$ cat config.mk
export PLATFORM = sky130hd
export DESIGN_NAME = mmc_trig_sequencer
export DESIGN_NICKNAME = d
export VERILOG_FILES = /design/src/rtl/mmc_trig_sequencer.sv
export SDC_FILE = /design/constraint.sdc
export NUM_CORES = 1
export LEC_CHECK = 0
export BUFFER_PORTS_ARGS = -buffer_cell sky130_fd_sc_hd__buf_2
export CAP_MARGIN = 20
export CORE_MARGIN = 5
export CORE_UTILIZATION = 33
export CTS_CLUSTER_SIZE = 40
export DETAILED_ROUTE_END_ITERATION = 16
export PLACE_DENSITY_LB_ADDON = 0.25
export SYNTH_ARGS = -nofsm -noshare
export SYNTH_HDL_FRONTEND = slang
export SYNTH_SLANG_ARGS = --single-unit
$ cat constraint.sdc
create_clock -name clk -period 8.95 [get_ports clk]
set_clock_uncertainty 0.15 [all_clocks]
set_input_delay 0.895 -clock clk [delete_from_list [all_inputs] [get_ports clk]]
set_output_delay 0.895 -clock clk [all_outputs]
set_load 0.005 [all_outputs]
$ cat src/rtl/mmc_trig_sequencer.sv
// rtl/mmc_trig_sequencer.sv - MMC command-packet trigger sequencer with register bank
module mmc_trig_sequencer (
    input  logic        clk,
    input  logic        reset_i,
    input  logic [5:0]  reg_address,
    input  logic [15:0] reg_bytecnt,
    input  logic [7:0]  reg_datai,
    input  logic        reg_read,
    input  logic        reg_write,
    output logic [7:0]  reg_datao,
    input  logic [5:0]  reg_hypaddress,
    output logic [15:0] reg_hyplen,
    input  logic [47:0] msg_packet,
    input  logic        msg_valid,
    output logic        trig_out,
    output logic [1:0]  state_o,
    output logic [1:0]  step_o
);

    localparam logic [5:0] ADDR_STEPS  = 6'd60;
    localparam logic [5:0] ADDR_CTRL   = 6'd61;
    localparam logic [5:0] ADDR_STATUS = 6'd62;

    localparam logic [1:0] IDLE  = 2'd0;
    localparam logic [1:0] ARMED = 2'd1;
    localparam logic [1:0] FIRE  = 2'd2;
    localparam logic [1:0] DONE  = 2'd3;

    localparam logic [1:0] OP_EQ = 2'd0;
    localparam logic [1:0] OP_NE = 2'd1;
    localparam logic [1:0] OP_LT = 2'd2;
    localparam logic [1:0] OP_GT = 2'd3;

    // Last fire_cnt value of a 127-cycle pulse (counter starts at 0).
    localparam logic [6:0] FIRE_LAST = 7'd126;

    logic [255:0] steps;
    logic [15:0]  ctrl;
    logic [1:0]   state;
    logic [1:0]   step;
    logic [7:0]   miss_cnt;
    logic         fired;
    logic [6:0]   fire_cnt;

    logic         steps_wr;
    logic         ctrl_wr;
    logic         arm_wr;
    logic         status_rd;
    logic [1:0]   last_step;
    logic [7:0]   timeout;
    logic [7:0]   miss_next;
    logic [63:0]  cur_step;
    logic [31:0]  pkt_data;
    logic [31:0]  cmp_data;
    logic         cmp_hit;
    logic         step_match;
    logic [7:0]   status_byte;
    logic [7:0]   rd_byte;
    logic         unused_bits;

    assign steps_wr  = reg_write && (reg_address == ADDR_STEPS) && (reg_bytecnt < 16'd32);
    assign ctrl_wr   = reg_write && (reg_address == ADDR_CTRL) && (reg_bytecnt < 16'd2);
    assign arm_wr    = ctrl_wr && (reg_bytecnt == 16'd0);
    assign status_rd = reg_read && (reg_address == ADDR_STATUS) && (reg_bytecnt == 16'd0);

    assign last_step = ctrl[2:1];
    assign timeout   = ctrl[15:8];
    assign miss_next = miss_cnt + 8'd1;

    assign cur_step  = steps[{step, 6'b0} +: 64];
    assign pkt_data  = msg_packet[39:8];
    assign cmp_data  = cur_step[63:32];

    always_comb begin
        cmp_hit = 1'b0;
        case (cur_step[5:4])
            OP_EQ:   cmp_hit = (pkt_data == cmp_data);
            OP_NE:   cmp_hit = (pkt_data != cmp_data);
            OP_LT:   cmp_hit = (pkt_data <  cmp_data);
            OP_GT:   cmp_hit = (pkt_data >  cmp_data);
            default: cmp_hit = 1'b0;
        endcase
    end

    assign step_match = (cmp_hit || !cur_step[2])
                     && ((msg_packet[45:40] == cur_step[29:24]) || !cur_step[1])
                     && ((msg_packet[46] == cur_step[30]) || !cur_step[0]);

    assign status_byte = {3'b000, fired, step, state};

    always_comb begin
        rd_byte = 8'h00;
        case (reg_address)
            ADDR_STEPS: begin
                if (reg_bytecnt < 16'd32)
                    rd_byte = steps[{reg_bytecnt[4:0], 3'b000} +: 8];
            end
            ADDR_CTRL: begin
                if (reg_bytecnt == 16'd0)
                    rd_byte = ctrl[7:0];
                else if (reg_bytecnt == 16'd1)
                    rd_byte = ctrl[15:8];
            end
            ADDR_STATUS: begin
                if (reg_bytecnt == 16'd0)
                    rd_byte = status_byte;
            end
            default: rd_byte = 8'h00;
        endcase
    end

    always_comb begin
        reg_hyplen = 16'd0;
        case (reg_hypaddress)
            ADDR_STEPS:  reg_hyplen = 16'd32;
            ADDR_CTRL:   reg_hyplen = 16'd2;
            ADDR_STATUS: reg_hyplen = 16'd1;
            default:     reg_hyplen = 16'd0;
        endcase
    end

    always_ff @(posedge clk or posedge reset_i) begin
        if (reset_i) begin
            steps     <= '0;
            ctrl      <= '0;
            state     <= IDLE;
            step      <= 2'd0;
            miss_cnt  <= 8'd0;
            fired     <= 1'b0;
            fire_cnt  <= 7'd0;
            reg_datao <= 8'h00;
        end else begin
            if (steps_wr)
                steps[{reg_bytecnt[4:0], 3'b000} +: 8] <= reg_datai;
            if (ctrl_wr) begin
                if (reg_bytecnt[0])
                    ctrl[15:8] <= reg_datai;
                else
                    ctrl[7:0] <= reg_datai;
            end
            if (reg_read)
                reg_datao <= rd_byte;
            if (status_rd)
                fired <= 1'b0;

            case (state)
                IDLE: begin
                    if (arm_wr && reg_datai[0]) begin
                        state    <= ARMED;
                        step     <= 2'd0;
                        miss_cnt <= 8'd0;
                    end
                end
                ARMED: begin
                    // Any CTRL write wins over a coincident packet, which is dropped.
                    if (ctrl_wr) begin
                        if (arm_wr && !reg_datai[0])
                            state <= IDLE;
                    end else if (msg_valid) begin
                        if (step_match) begin
                            // >= so that lowering last_step below the live step still fires.
                            if (step >= last_step) begin
                                state    <= FIRE;
                                fired    <= 1'b1;
                                ctrl[0]  <= 1'b0;
                                fire_cnt <= 7'd0;
                            end else begin
                                step     <= step + 2'd1;
                                miss_cnt <= 8'd0;
                            end
                        end else if ((step != 2'd0) && (timeout != 8'd0)) begin
                            if (miss_next == timeout) begin
                                step     <= 2'd0;
                                miss_cnt <= 8'd0;
                            end else begin
                                miss_cnt <= miss_next;
                            end
                        end
                    end
                end
                FIRE: begin
                    if (arm_wr && !reg_datai[0])
                        state <= IDLE;
                    else if (fire_cnt == FIRE_LAST)
                        state <= DONE;
                    else
                        fire_cnt <= fire_cnt + 7'd1;
                end
                DONE: begin
                    if (arm_wr && reg_datai[0]) begin
                        state    <= ARMED;
                        step     <= 2'd0;
                        miss_cnt <= 8'd0;
                    end
                end
                default: state <= IDLE;
            endcase
        end
    end

    // Decoded from the async-reset state register so reset drops it without a clock.
    assign trig_out = (state == FIRE);
    assign state_o  = state;
    assign step_o   = step;

    assign unused_bits = ^{msg_packet[47], msg_packet[7:0], cur_step[31], cur_step[23:6], cur_step[3]};

endmodule

==> out/metrics.cfg <==
[pwr]
powerDensity_mw_per_mm2=156
peakVddDrop_mv=0.110
leakagePower_nw=8.19

[synth]
yosysSeqAreaShare_pct=45.2
synth_seq_cells=300
synth_edf_count=0
synthArstFlopShare_pct=100
syn_inst=1507
yosys_warnings=0
synth.distinct_cells=75
synth.avg_cell_area_um2=11.0
synthesis.area_mm2=0.0166
yosys_most_used_dff=dfrtp_1

[flow_run]
cap_violations=0

[clocking]
cts_tree=done
root_buffer=clkbuf_16
postCtsHoldBufs=0
cts_buffer_depth=3
h-tree-depth=2
cts.clk_slew.worst_paths_ns=0.06
cts_buffers=35
cts_sinks=300
post_cts_buffers=0
clock_latency_ns=0.54
cts_resized=0

[routing]
via_per_inst=5.57
drc=0
wl_per_cell_um=24.0
firstDrtPassIters=8
first_iter_violations=1491
ant_nets=0
wl_um=54500
num_vias=12700

[placement]
dp_slack_ns=3.73
dp_hpwl_um=37200
portBuffers=95
gp_congestion=0.865

[die]
ios=118
die_y_um=234
initial_core_util_pct=33.2
core-area_mm2=0.0500
num_rows=82
fp.dieW_um=234
dieArea_mm2=0.0549

[sta]
fin_ws_ns=3.56
min_period_over_period_pct=60.2
holdWs_ns=0.168
relSlewSlack_pct=17.5
worst_pin_slew_ns=1.23
setup_viol=0
hold_violations=0
drv_slew=0
maxClockFrequency_ghz=0.186
fin_tns_setup_ns=0
finalCriticalPeriod_ns=5.39
grt_setup_unrepaired=false

[cells_and_area]
mostFrequentLayoutCell=nand2_1
area_growth_pct=13.5
most-common-layout-cells=317 x nand2_1, 298 x dfrtp_1, 169 x o21ai_0
nets=1707
drive_gt1_share_pct=24.2

[critical_path]
startpoint_type=flop
criticalPathCategory=reg -> reg
critical_path_required_ns=9.20
crit_path_end_kind=flop
cp.arrival_ns=5.64
crit_fanout=31

[global_route]
antenna_found_initial=4
grt.overflow.total=0
grt_max_degree=163
grt_pass1_vias=12400
grt_usage_pct=19.6
grt_pass1_wl_um=80300

[min_path]
hold_class=in -> async

[run_status]
status=completed

routing by layer:
layer	share of wire (%)	track usage, %
met1	42	27.1
met2	46	30.6
met3	8.4	4.59
met4	3.5	6.66
met5	0.050	0
layout make-up:
class / instances / area [um2]
Clock buffer: 53 / 1030
Fill cell: 4916 / 31100
Tap cell: 672 / 841
Sequential cell: 300 / 7510
Antenna cell: 2 / 5.00
Timing Repair Buffer: 114 / 643
Inverter: 50 / 191
Multi-Input combinational cell: 1072 / 8550
Clock inverter: 10 / 71.3
synth_stat cells, types with 18 or more instances:
cell | instances | area share [%]
mux2_2 | 79 | 5.4
dfrtp_1 | 300 | 45
nand2_1 | 317 | 7.2
clkbuf_1 | 66 | 1.5
nand3_1 | 18 | 0.54
o21ai_0 | 169 | 5.1
nand4_1 | 28 | 1.1
o31ai_1 | 35 | 1.6
mux4_2 | 118 | 16
inv_1 | 49 | 1.1
a21oi_1 | 27 | 0.81
ha_1 | 45 | 3.4
nor2_1 | 40 | 0.90
stage by stage:
stage,power (mW),instances,area (um2),utilization (%)
final,2.94,2273,18900,37.7
after global routing,3.03,2271,18800,37.7
after detailed placement,1.58,2204,17700,35.4
after global placement,1.57,2204,17700,35.4
after floorplan,1.51,1519,16700,-
after CTS,2.97,2267,18800,37.6
kinds of logic after synthesis:
group | share of synthesized area, %
simple gates | 12.8
compound gates | 11.2
flops | 45.2
mux | 22.5
buf+inv | 3.69
fa+ha+maj | 3.39
xor+xnor | 1.21
other cells | 0.0226
path summary, 6_finish.rpt:
kind / start / to / slack (ns) / depth (start not counted)
worst max-delay path: step_o[0]$_DFFE_PP0P_ / miss_cnt[5]$_DFFE_PP0P_ / 3.56 / 11
worst min-delay path: reset_i / fire_cnt[3]$_DFFE_PP0P_ / 0.17 / 2
worst max register to register: step_o[0]$_DFFE_PP0P_ / miss_cnt[5]$_DFFE_PP0P_ / 3.56 / 11
worst min register to register: steps[213]$_DFFE_PP0P_ / steps[213]$_DFFE_PP0P_ / 0.33 / 2
max in group asynchronous: reset_i / steps[80]$_DFFE_PP0P_ / 6.69 / 4
min in group clk: steps[213]$_DFFE_PP0P_ / steps[213]$_DFFE_PP0P_ / 0.33 / 2
critical path: stages (launching register included):
cell	delay [ns]
dfrtp_4	0.88
mux4_2	0.65
inv_1	0.09
ha_1	0.22
nand4_1	0.33
nor2_1	0.12
a221oi_1	0.80
a31oi_1	0.40
nor3b_2	0.45
and2_0	0.38
o221ai_2	0.30
a221o_1	0.44
registers in the layout, summed over array words and instances, names as in the netlist:
name       count
steps        256
ctrl          16
miss_cnt       8
reg_datao      8
fire_cnt       7
state_o        2
step_o         2
fired          1
power by group:
group	total (mW)	internal [mW]	switching, mW
clock network	1.39	0.803	0.584
registers	1.37	1.36	0.00618
logic	0.183	0.0546	0.128
Power figures use the tool's default switching activity.
